[src/rtl/piso_serializer.sv]
// rtl/piso_serializer.sv - parallel-in serial-out transmitter with valid/ready load and en bit strobe
// Optional even-parity trailer bit when SER_PARITY_EN is defined.
module piso_serializer #(
   parameter int WIDTH     = 8,
   parameter bit MSB_FIRST = 1'b1
) (
   input  logic             clk,
   input  logic             reset_n,
   input  logic [WIDTH-1:0] din,
   input  logic             load_valid,
   output logic             load_ready,
   input  logic             en,
   output logic             sout,
   output logic             sout_valid,
   output logic             busy,
   output logic             done
);

   localparam int CW = (WIDTH > 1) ? $clog2(WIDTH) : 1;
   localparam logic [CW-1:0] LAST = CW'(WIDTH - 1);

`ifdef SER_PARITY_EN
   typedef enum logic [1:0] {IDLE = 2'd0, SHIFT = 2'd1, PAR = 2'd2} state_t;
`else
   typedef enum logic {IDLE = 1'b0, SHIFT = 1'b1} state_t;
`endif

   state_t           state;
   state_t           state_nxt;
   logic [WIDTH-1:0] shreg;
   logic [WIDTH-1:0] shreg_shifted;
   logic [CW-1:0]    cnt;
   logic             load_acc;
   logic             step;
   logic             frame_end;
`ifdef SER_PARITY_EN
   logic             parity;
`endif

   always_ff @(posedge clk or negedge reset_n) begin
      if (!reset_n) begin
         state <= IDLE;
      end else begin
         state <= state_nxt;
      end
   end

   always_comb begin
      state_nxt = state;
      load_acc  = 1'b0;
      step      = 1'b0;
      frame_end = 1'b0;
      case (state)
         IDLE: begin
            if (load_valid) begin
               load_acc  = 1'b1;
               state_nxt = SHIFT;
            end
         end
         SHIFT: begin
            if (en) begin
               step = 1'b1;
               if (cnt == LAST) begin
`ifdef SER_PARITY_EN
                  state_nxt = PAR;
`else
                  state_nxt = IDLE;
                  frame_end = 1'b1;
`endif
               end
            end
         end
`ifdef SER_PARITY_EN
         PAR: begin
            if (en) begin
               state_nxt = IDLE;
               frame_end = 1'b1;
            end
         end
`endif
         default: state_nxt = IDLE;
      endcase
   end

   // The register always presents the current bit at one end, so a shift moves the next bit into place.
   assign shreg_shifted = MSB_FIRST ? {shreg[WIDTH-2:0], 1'b0} : {1'b0, shreg[WIDTH-1:1]};

   always_ff @(posedge clk or negedge reset_n) begin
      if (!reset_n) begin
         shreg <= '0;
         cnt   <= '0;
         done  <= 1'b0;
`ifdef SER_PARITY_EN
         parity <= 1'b0;
`endif
      end else begin
         done <= frame_end;
         if (load_acc) begin
            shreg <= din;
            cnt   <= '0;
`ifdef SER_PARITY_EN
            parity <= ^din;
`endif
         end else if (step) begin
            shreg <= shreg_shifted;
            // Hold on the last bit so a power-of-two WIDTH never wraps outside the load clear.
            if (cnt != LAST) begin
               cnt <= cnt + CW'(1);
            end
         end
      end
   end

   always_comb begin
      sout = 1'b0;
      case (state)
         SHIFT:   sout = MSB_FIRST ? shreg[WIDTH-1] : shreg[0];
`ifdef SER_PARITY_EN
         PAR:     sout = parity;
`endif
         default: sout = 1'b0;
      endcase
   end

   assign load_ready = (state == IDLE);
   assign busy       = (state != IDLE);
   assign sout_valid = (state != IDLE);

endmodule
[config.mk]
export PLATFORM = sky130hd
export DESIGN_NAME = piso_serializer
export DESIGN_NICKNAME = d
export VERILOG_FILES = /design/src/rtl/piso_serializer.sv
export SDC_FILE = /design/constraint.sdc
export NUM_CORES = 1
export LEC_CHECK = 0
export BUFFER_PORTS_ARGS = -buffer_cell sky130_fd_sc_hd__buf_2
export CAP_MARGIN = 25
export CORE_MARGIN = 1.5
export CORE_UTILIZATION = 50
export CTS_BUF_LIST = sky130_fd_sc_hd__clkbuf_4 sky130_fd_sc_hd__clkbuf_8
export CTS_CLUSTER_SIZE = 40
export DETAILED_ROUTE_END_ITERATION = 8
export PLACE_DENSITY_LB_ADDON = 0.1
export SLEW_MARGIN = 20
export SYNTH_ARGS = -nofsm -noshare
export SYNTH_HDL_FRONTEND = slang
export SYNTH_SLANG_ARGS = --single-unit
export TNS_END_PERCENT = 30
[constraint.sdc]
create_clock -name clk -period 2.57 [get_ports clk]
set_input_delay 0.257 -clock clk [delete_from_list [all_inputs] [get_ports clk]]
set_output_delay 0.257 -clock clk [all_outputs]
set_load 0.03 [all_outputs]
==> results of run 1 <==
[power groups by stage]
stage / logic (mW) / clock network [mW] / registers [mW]
2_1_floorplan: 0.206 / 0 / 0.323
3_3_place_gp: 0.230 / 0 / 0.342
3_5_place_dp: 0.234 / 0 / 0.345
4_1_cts: 0.238 / 0.144 / 0.341
5_1_grt: 0.257 / 0.151 / 0.352
6_report: 0.233 / 0.136 / 0.341
[logic make-up (layout without fill, tap and decap cells)]
| kind of cell | after synthesis | count (layout) | synth area share, % |
|---|---|---|---|
| muxes | 22 | 22 | 29.3 |
| and+or+nand+nor | 15 | 15 | 13.3 |
| DFF | 13 | 13 | 43.3 |
| buffers and inverters | 6 | 22 | 6.49 |
| AOI/OAI and AO/OA | 4 | 4 | 4.32 |
| adders and majority gates | 2 | 2 | 3.33 |
[per-stage QoR]
step                      area, um^2  hold WS, ns  util (%)  total power [mW]  instances
after CTS                        846        0.267      62.7             0.722         93
after global routing             846        0.273      62.7             0.760         93
final                            846        0.273      62.7             0.710         93
after floorplan                  752      -0.0386         -             0.528         62
after global placement           806        0.161      59.7             0.572         88
after detailed placement         806        0.164      59.7             0.579         88
[worst paths after layout]
check	from	endpoint	cells past startpoint
max in group asynchronous	reset_n	shreg[4]$_DFFE_PN0P_	2
hold / removal	din[6]	shreg[6]$_DFFE_PN0P_	3
hold reg to reg	shreg[0]$_DFFE_PN0P_	shreg[0]$_DFFE_PN0P_	2
setup / recovery	busy$_DFF_PN0_	sout	2
setup reg to reg	cnt[0]$_DFFE_PN0P_	cnt[1]$_DFFE_PN0P_	4
min in group asynchronous	reset_n	cnt[1]$_DFFE_PN0P_	2
[placed cells by master, fill, tap and decap left out]
cell type      Yosys  routed
nor2b_1            1       1
nand4b_1           2       2
mux2i_1           22      22
nor2_1             2       2
inv_1              1       1
clkbuf_4           0       4
nand2_1            3       3
nand4bb_1          1       1
buf_2              0      16
o21ai_0            1       1
nand3b_1           1       1
o211ai_2           1       1
and2_1             1       1
ha_1               2       2
dfrtp_1           13      13
o211ai_1           2       2
and3_1             1       1
dlygate4sd3_1      0       1
or3b_1             3       3
[layer usage]
| layer | part of all wire (%) | global-route usage, % | vias up |
|---|---|---|---|
| met5 | 0 | 0 | - |
| met4 | 2.5 | 9.68 | 0 |
| met3 | 3.8 | 2.61 | 4 |
| met2 | 43 | 21.6 | 13 |
| met1 | 51 | 23.5 | 228 |
| li1 | - | - | 255 |
[registers in the layout, indices dropped and copies added (netlist names)]
| signal | count |
|---|---|
| done | 1 |
| cnt | 3 |
| shreg | 8 |
| busy | 1 |
[layout make-up]
cell class	instances	share of cell area (%)
Inverter	1	0.444
Multi-Input combinational cell	43	44.7
Sequential cell	13	38.5
Timing Repair Buffer	17	10.7
Tap cell	15	2.22
Clock buffer	4	3.55
[repair_timing]
item                                   CTS  global route
setup buffers                            0             0
hold buffers                             1             0
endpoints found under the hold margin   13             0
[worst max-delay path: cells and delay by family (launching register included)]
family	cells	cell delay, ns
flops	1	0.85
simple gates	1	0.22
buf+inv	1	0.19
==> results.md, run 1 <==
* WP data arrival at 1.54 ns
* Largest net degree at the start of global routing at 25
* Pint at 0.462 mW
* Worst-path clk slew at 0.08 ns
* DRC marker count from the first detailed-route iteration at 6
* Ys flop type: dfrtp_1
* Power Dens Cells at 840 nW/um^2
* Worst Path Max Fanout at 24
* Crit path largest cell delay at 0.85 ns
* Syn. warnings at 0
* Via density at 5.38
* Worst Setup Slack post-DPL at 1.07 ns
* Die height at 41.8 um
* Sequential power share at 48.0%
* Finish-stage setup viols at 0
* TNS Setup at 0 ns
* Period utilization at 69.8%
* Combinational Power Share at 32.8%
* Routed len/inst at 13.2 um
* Max cap viols at 0
* Slew Limit Fails at 0
* Placement Rows at 13
* Vias at 500
* CTS root buffer: clkbuf_4
* Worst R2R Setup Slack at 1.22 ns
* CTS tree: built
* RSZ-0062 raised after global routing: false
* Post-Syn Instances at 62
* Worst-Skew Late Latency at 0.27 ns
* Placer Congestion at 0.674
* Max IR drop VDD at 0.000427 V
* Seq/Total Area, Yosys at 43.3%
* Crit Path Category: register to primary output
* Synthesized area at 752 um^2
* Hold Crit Class: primary input to register
* Worst slew pin tran at 0.781 ns
* Nets at 93
* Horiz. Die Dim at 41.8 um
* CP required at 2.31 ns
* Yosys reg bits at 13
* I/O pins at 17
* Outcome: complete, no violations
* GRT Total Usage at 16.0%
* Critical path cell sequence: and2_1, buf_2
* Post-synthesis net count at 76
* Fmax at 0.558 GHz
* Share of cells above drive strength 1 at 26.9%
* Final Hold Viols at 0
* DRT Pass-1 Iters at 2
* Remaining antenna violation count at 0
* Final worst slack at 0.776 ns
* Antenna diodes at 0
* Hpwl dp at 823 um
* H-Tree Level Count at 1
* Area grow syn2layout at 12.5%
* Leakage at 0.480 nW
* Register area at 325 um^2
* Synth cell types at 18
* Yosys top cell area share at 43.3%
* Mean post-synth cell area at 12.1 um^2
* Clock tree sinks at 13
* Die ar. at 1750 um^2
* Clock share of power at 19.2%
* Slew margin rel. at 47.9%
* Initial Util at 55.7%
* DRC Markers at 0
* Largest area contributor in the netlist: dfrtp_1
* Total Wirelength at 1220 um
* Startpoint Class: register
* Resize count post-CTS at 0
* CTS Buf Count at 3
* Vias in the first global route at 443
* Clock Path Buffers at 2
* Core area at 1350 um^2
* Synth top area cells: dfrtp_1 (43%), mux2i_1 (29%), or3b_1 (3.5%)
* Initial antenna violation count at 0
* Area taken by multi-input logic gates at 378 um^2
* Fill count at 122
* CP endpoint kind: primary output
* EDFF count, synth at 0
* Minimum clock period at 1.79 ns
* Sw Share at 34.9%
* Clock Skew at 0.00983 ns
* Global-route wire length before repair at 2110 um
* Count leader, synth: mux2i_1
* Net Sw Power at 0.248 mW
* Grt ovf at 0
* # port buffers at 16
* Ys async rst share at 100%
* Critical path's slowest cell: dfrtp_1
* Most frequent cells after synthesis: mux2i_1 (22), dfrtp_1 (13), buf_4 (3), nand2_1 (3), or3b_1 (3)
Note: power is estimated with default switching activity, not from simulation.
==> inputs of run 2 (changes only) <==
--- a/config.mk
+++ b/config.mk
@@ -5,6 +5,7 @@
 export SDC_FILE = /design/constraint.sdc
 export NUM_CORES = 1
 export LEC_CHECK = 0
+export ABC_AREA = 1
 export BUFFER_PORTS_ARGS = -buffer_cell sky130_fd_sc_hd__buf_2
 export CAP_MARGIN = 25
 export CORE_MARGIN = 1.5
==> constraint.sdc (replaced) <==
create_clock -name clk -period 1.76 [get_ports clk]
set_input_delay 0.176 -clock clk [delete_from_list [all_inputs] [get_ports clk]]
set_output_delay 0.176 -clock clk [all_outputs]
set_load 0.03 [all_outputs]
==> results.md, run 2 <==
* Power Dens Cells at 1580 nW/um^2 (+88%)
* Initial antenna violation count at 0 (unchanged)
* Vias at 595 (+19%)
* Routed len/inst at 9.85 um (-25%)
* Outcome: complete, no violations
* Ys flop type: dfrtp_1
* R2R depth at 7 (+3)
* Syn. warnings at 0 (unchanged)
* Share of cells above drive strength 1 at 23.3% (-3.6 points)
* Die height at 40.0 um (-4.3%)
* Placement Rows at 13 (unchanged)
* Top layer in use: met4
* Area grow syn2layout at 19.2%
* Largest area contributor in the netlist: dfrtp_1
* Final Cell Area at 816 um^2 (-3.6%)
* Hold path startpoint: din[0]
* DRC Markers at 0 (unchanged)
* Critical path cell sequence: ha_1, ha_1, inv_1, nand3_1, nand2_1, nand2_1, nor2_1
* Vias in the first global route at 492 (+11%)
* Most frequent cells in the layout: nand2_1 (38), inv_1 (19), buf_2 (16)
* Yosys reg bits at 13 (unchanged)
* Synthesized area at 684 um^2 (-9.0%)
* EDFF count, synth at 0 (unchanged)
* CTS root buffer: clkbuf_4
* Clock Path Buffers at 2 (unchanged)
* Fmax at 0.764 GHz
* TNS Setup at 0 ns (unchanged)
* Minimum clock period at 1.31 ns
* Placed Cells at 126 (+43%)
* Startpoint Class: register
* Crit path largest cell delay at 0.39 ns (-0.46 ns)
* CTS Buf Count at 3 (unchanged)
* Worst R2R Setup Slack at 0.45 ns (-0.77 ns)
* Ys async rst share at 100% (unchanged)
* DRC marker count from the first detailed-route iteration at 5 (-1)
* Clock tree sinks at 13 (unchanged)
* Nets at 131 (+41%)
* Via density at 4.54 (-16%)
* Antenna diodes at 0 (unchanged)
* Mean post-synth cell area at 7.13 um^2 (-41%)
* Hpwl dp at 917 um (+11%)
* Worst Path Max Fanout at 6 (-75%)
* Global-route wire length before repair at 2020 um (-4.3%)
* H-Tree Level Count at 1 (unchanged)
* GRT Total Usage at 20.0% (+4.0 points)
* Final worst slack at 0.451 ns (-0.325 ns)
* Grt ovf at 0 (unchanged)
* Crit Path Category: register to register
* Most frequent cells after synthesis: nand2_1 (38), inv_1 (19), dfrtp_1 (13)
* CP required at 1.97 ns (-0.34 ns)
* Post-route core utilization at 63.5% (+0.84 points)
* Final Hold Viols at 0 (unchanged)
* Leakage at 0.500 nW (+4.1%)
* Count leader, synth: nand2_1
* Slew Limit Fails at 0 (unchanged)
* Critical path's slowest cell: dfrtp_1
* CP endpoint kind: register
* Cell family with most CP delay: simple AND/OR/NAND/NOR gates
* Slew margin rel. at 73.8% (+26 points)
* Post-CTS Setup Bufs at 0 (unchanged)
* CP Launch Point: cnt[0]$_DFFE_PN0P_
* Largest net degree at the start of global routing at 14 (-44%)
* Core area at 1280 um^2 (-4.8%)
* Synth cell types at 13 (-5)
* Post-Syn Instances at 96 (+55%)
* Met2 routed WL at 638 um (+23%)
* Fin Hold WS at 0.101 ns (-0.172 ns)
* Worst-path clk slew at 0.08 ns (about the same)
* Total Wirelength at 1290 um (+5.6%)
* WP depth at 7 (+5)
* Met3 Wirelength at 49 um (+4.3%)
* Finish-stage setup viols at 0 (unchanged)
* Hold Crit Class: primary input to register
* Resize count post-CTS at 0 (unchanged)
* Seq/Total Area, Yosys at 47.5% (+4.3 points)
* Die ar. at 1600 um^2 (-8.4%)
* Worst Setup Slack post-DPL at 0.453 ns (-0.618 ns)
* Met1 WL at 590 um (-5.3%)
* Max FFs per register at 8 (unchanged)
* Remaining antenna violation count at 0 (unchanged)
* Synth top area cells: dfrtp_1 (48%), nand2_1 (21%), inv_1 (10%)
* Most common cell after layout, fill and taps aside: nand2_1
* I/O pins at 17 (unchanged)
* Max cap viols at 0 (unchanged)
* Top Registers: shreg (8), cnt (3)
* Placer Congestion at 0.692 (+2.7%)
* Design Power at 1.29 mW (+82%)
* Worst reg2reg path endpoint: cnt[2]$_DFFE_PN0P_
* # port buffers at 16 (unchanged)
* Max IR drop VDD at 0.000777 V (+82%)
* R2R Path Start: cnt[0]$_DFFE_PN0P_
* Cell Area, Placed at 776 um^2 (-3.7%)
* Horiz. Die Dim at 40.0 um (-4.3%)
* CP bufs+invs at 1 (unchanged)
* CTS tree: built
* Post-synthesis net count at 110 (+45%)
* Post-Layout Cell Count at 131 (+41%)
* Initial Util at 53.3% (-2.4 points)
* Critical path endpoint: cnt[2]$_DFFE_PN0P_
* CTS Hold Bufs at 1 (unchanged)
* Biggest register: shreg
* RSZ-0062 raised after global routing: false
* Clock Skew at 0.00187 ns (-0.00796 ns)
* DRT Pass-1 Iters at 4 (+2)
* Yosys top cell area share at 47.5% (+4.3 points)
* WP data arrival at 1.52 ns (-0.02 ns)
* Worst-Skew Late Latency at 0.27 ns (about the same)
* Period utilization at 74.4%
* Worst slew pin tran at 0.392 ns (-0.389 ns)
==> run 2: changes by cell type in the layout (fill, tap and decap cells not counted), sizes merged, moves of 2 or more <==
cell	before	now
o211ai	3	0
or3b	3	0
nand4b	2	0
o21ai	1	7
nor2	2	9
mux2i	22	0
nand2	3	40
inv	1	22
==> run 2: routing by layer <==
layer,track usage (%),vias to the layer above
li1,-,317
met1,21.6,262
met2,34.3,14
met3,5.00,2
met4,12.9,0
met5,0,-
==> run 2: how the worst min path moves through the flow <==
stage,end,depth (start not counted),slack [ns]
after CTS,shreg[0]$_DFFE_PN0P_,3,0.09
after detailed placement,busy$_DFF_PN0_,1,0.08
final,shreg[0]$_DFFE_PN0P_,3,0.10
after global placement,done$_DFF_PN0_,1,0.08
after global routing,shreg[0]$_DFFE_PN0P_,3,0.10
after floorplan,busy$_DFF_PN0_,0,-0.12
==> run 2: layout make-up <==
cell class / instances / area, um^2
repair buffers: 17 / 90.1
fillers: 122 / 469
flip-flops and latches: 13 / 325
inverters: 22 / 82.6
well taps: 15 / 18.8
clock buffers: 4 / 30.0
multi-input cells: 60 / 269
==> run 2: power breakdown <==
group | switching [mW] | internal (mW)
sequential | 0.0808 | 0.426
clock | 0.101 | 0.103
combinational | 0.381 | 0.198
total | 0.562 | 0.727
==> run 2: logic make-up after synthesis <==
group	after synthesis	share of synthesized area [%]
and+or+nand+nor	50	29.8
buffers and inverters	23	13.2
DFF	13	47.5
AOI/OAI and AO/OA	8	5.85
adders and majority gates	2	3.66
==> run 2: tightest hold or removal path, cell delays in order <==
cell and delay, ns:
buf_2 0.07, nand2_1 0.04, nand2_1 0.06
==> inputs of run 3 (changes only) <==
--- a/config.mk
+++ b/config.mk
@@ -5,11 +5,11 @@
 export SDC_FILE = /design/constraint.sdc
 export NUM_CORES = 1
 export LEC_CHECK = 0
-export ABC_AREA = 1
+export ABC_AREA = 0
 export BUFFER_PORTS_ARGS = -buffer_cell sky130_fd_sc_hd__buf_2
 export CAP_MARGIN = 25
 export CORE_MARGIN = 1.5
-export CORE_UTILIZATION = 50
+export CORE_UTILIZATION = 49
 export CTS_BUF_LIST = sky130_fd_sc_hd__clkbuf_4 sky130_fd_sc_hd__clkbuf_8
 export CTS_CLUSTER_SIZE = 40
 export DETAILED_ROUTE_END_ITERATION = 8
==> constraint.sdc (replaced) <==
create_clock -name clk -period 1.2 [get_ports clk]
set_input_delay 0.12 -clock clk [delete_from_list [all_inputs] [get_ports clk]]
set_output_delay 0.12 -clock clk [all_outputs]
set_load 0.03 [all_outputs]
==> results.md, run 3 (synthesis gave the netlist of run 1 again) <==
* Outcome: finished with violations
* Failing checks: setup timing
* Crit Path Category: register to register
* Period utilization at 100% (+26 points)
* Worst-path clk slew at 0.08 ns (about the same)
* Slew margin rel. at 78.9% (+5.0 points)
* Final worst slack at -0.00397 ns (-0.455 ns)
* Fmax at 0.831 GHz (+8.7%)
* Die ar. at 1780 um^2 (+11%)
* Power Dens Cells at 1810 nW/um^2 (+15%)
* Initial Util at 55.0% (+1.8 points)
* Minimum clock period at 1.20 ns (-0.105 ns)
* Via density at 5.26 (+16%)
* Total Wirelength at 1500 um (+16%)
* CTS tree: built
* Worst Hold Path EP: shreg[2]$_DFFE_PN0P_
* CTS root buffer: clkbuf_4
* Cell Area, Placed at 853 um^2 (+10%)
* Combinational Power Share at 43.5% (-1.4 points)
* Biggest register: shreg
* Antenna diodes at 0 (unchanged)
* Vias at 537 (-9.7%)
* DRC marker count from the first detailed-route iteration at 5 (unchanged)
* GRT Total Usage at 17.1% (-2.9 points)
* CTS Buf Count at 3 (unchanged)
* Max cap viols at 0 (unchanged)
* Worst R2R Setup Slack at -0.004 ns (-0.46 ns)
* Hold path startpoint: din[2]
* Worst slew pin tran at 0.317 ns (-0.0752 ns)
* Remaining antenna violation count at 0 (unchanged)
* Design Power at 1.75 mW (+36%)
* Placer Congestion at 0.678 (-2.1%)
* Placement Rows at 13 (unchanged)
* Die height at 42.2 um (+5.5%)
* # port buffers at 16 (unchanged)
* Area grow syn2layout at 28.1%
* Sw Share at 34.2% (-9.4 points)
* Fin Hold WS at 0.137 ns (+0.0367 ns)
* Worst reg2reg path endpoint: cnt[1]$_DFFE_PN0P_
* Slew Limit Fails at 0 (unchanged)
* Startpoint Class: register
* TNS Setup at -0.00397 ns (-0.00397 ns)
* Largest net degree at the start of global routing at 14 (unchanged)
* Hold Crit Class: primary input to register
* Met3 Wirelength at 41 um (-16%)
* CP required at 1.38 ns (-0.59 ns)
* R2R depth at 3 (-4)
* WP data arrival at 1.38 ns (-0.14 ns)
* RSZ-0062 raised after global routing: true
* Placed Cells at 94 (-25%)
* Pint at 1.15 mW (+58%)
* CP endpoint kind: register
* Leakage at 0.531 nW (+6.1%)
* Max FFs per register at 8 (unchanged)
* R2R Path Start: busy$_DFF_PN0_
* Most frequent cells in the layout: mux2i_1 (22), dfrtp_1 (12), buf_2 (12)
* Grt ovf at 0 (unchanged)
* Worst Path Max Fanout at 9 (+3)
* Horiz. Die Dim at 42.2 um (+5.5%)
* Most common cell after layout, fill and taps aside: mux2i_1
* Routed len/inst at 14.7 um (+49%)
* Vias in the first global route at 512 (+4.1%)
* Max IR drop VDD at 0.00117 V (+51%)
* Final Hold Viols at 0 (unchanged)
* Global-route wire length before repair at 2330 um (+15%)
* Finish-stage setup viols at 1 (+1)
* Nets at 102 (-22%)
* Met1 WL at 714 um (+21%)
* Final Cell Area at 963 um^2 (+18%)
* Worst-Skew Late Latency at 0.27 ns (about the same)
* Top Registers: shreg (8), cnt (3)
* Clock Path Buffers at 2 (unchanged)
* Sequential power share at 39.7% (+0.4 points)
* DRC Markers at 0 (unchanged)
* I/O pins at 17 (unchanged)
* Post-Layout Cell Count at 102 (-22%)
* Net Sw Power at 0.599 mW (+6.4%)
* Share of cells above drive strength 1 at 41.4% (+18 points)
* Top layer in use: met4
* Clock tree sinks at 13 (unchanged)
* Met2 routed WL at 730 um (+14%)
* Clock share of power at 16.8% (+1.0 points)
* Clock Skew at 0.00117 ns (-0.000696 ns)
* H-Tree Level Count at 1 (unchanged)
* Hold depth at 3 (unchanged)
* DRT Pass-1 Iters at 3 (-1)
* Initial antenna violation count at 0 (unchanged)
* Core area at 1370 um^2 (+6.3%)
==> run 3: cell type report <==
| cell class | count | area (um^2) |
|---|---|---|
| fillers | 103 | 403 |
| multi-input cells | 43 | 402 |
| flip-flops and latches | 13 | 327 |
| repair buffers | 26 | 183 |
| clock buffers | 4 | 30.0 |
| well taps | 15 | 18.8 |
| inverters | 1 | 3.75 |
==> run 3: routing by layer <==
metal  vias up  global-route usage (%)
met3         2                    2.59
li1        276                       -
met2        10                    25.8
met1       249                    24.9
met5         -                       0
met4         0                    5.63
==> run 3: worst max-delay path, cell delays in order (launching register included) <==
cell,delay [ns]
dfrtp_2,0.46
buf_6,0.15
or3b_1,0.38
o211ai_1,0.12
==> run 3: stage by stage <==
step | utilization (%) | setup slack (ns)
after detailed placement | 62.5 | -0.0850
after global placement | 62.5 | -0.0662
after global routing | 70.5 | -0.0395
after CTS | 68.0 | -0.00739
after floorplan | - | -0.0119
final | 70.5 | -0.00397
==> run 3: timing repair <==
action / 4_1_cts / 5_1_grt
hold buffers: 1 / 0
hold endpoints to repair: 13 / 0
buffers inserted: 2 / 1
endpoints found under the setup margin: 6 / 7
pin swaps: 0 / 2
gates resized for setup: 8 / 8
==> run 3: worst max path at each step <==
stage / from / to / slack, ns / cells past startpoint
after global routing: busy$_DFF_PN0_ / cnt[1]$_DFFE_PN0P_ / -0.04 / 3
after floorplan: cnt[0]$_DFFE_PN0P_ / cnt[1]$_DFFE_PN0P_ / -0.01 / 4
final: busy$_DFF_PN0_ / cnt[1]$_DFFE_PN0P_ / -0.004 / 3
after detailed placement: cnt[0]$_DFFE_PN0P_ / cnt[1]$_DFFE_PN0P_ / -0.09 / 4
after CTS: busy$_DFF_PN0_ / busy / -0.007 / 2
after global placement: cnt[0]$_DFFE_PN0P_ / cnt[2]$_DFFE_PN0P_ / -0.07 / 4
==> run 3: power groups by stage <==
| stage | combinational [mW] | clock, mW | sequential [mW] |
|---|---|---|---|
| floorplan | 0.445 | 0 | 0.692 |
| global placement | 0.610 | 0 | 0.698 |
| detailed placement | 0.610 | 0 | 0.706 |
| CTS | 0.686 | 0.307 | 0.688 |
| global route | 0.846 | 0.315 | 0.714 |
| finish | 0.760 | 0.294 | 0.694 |
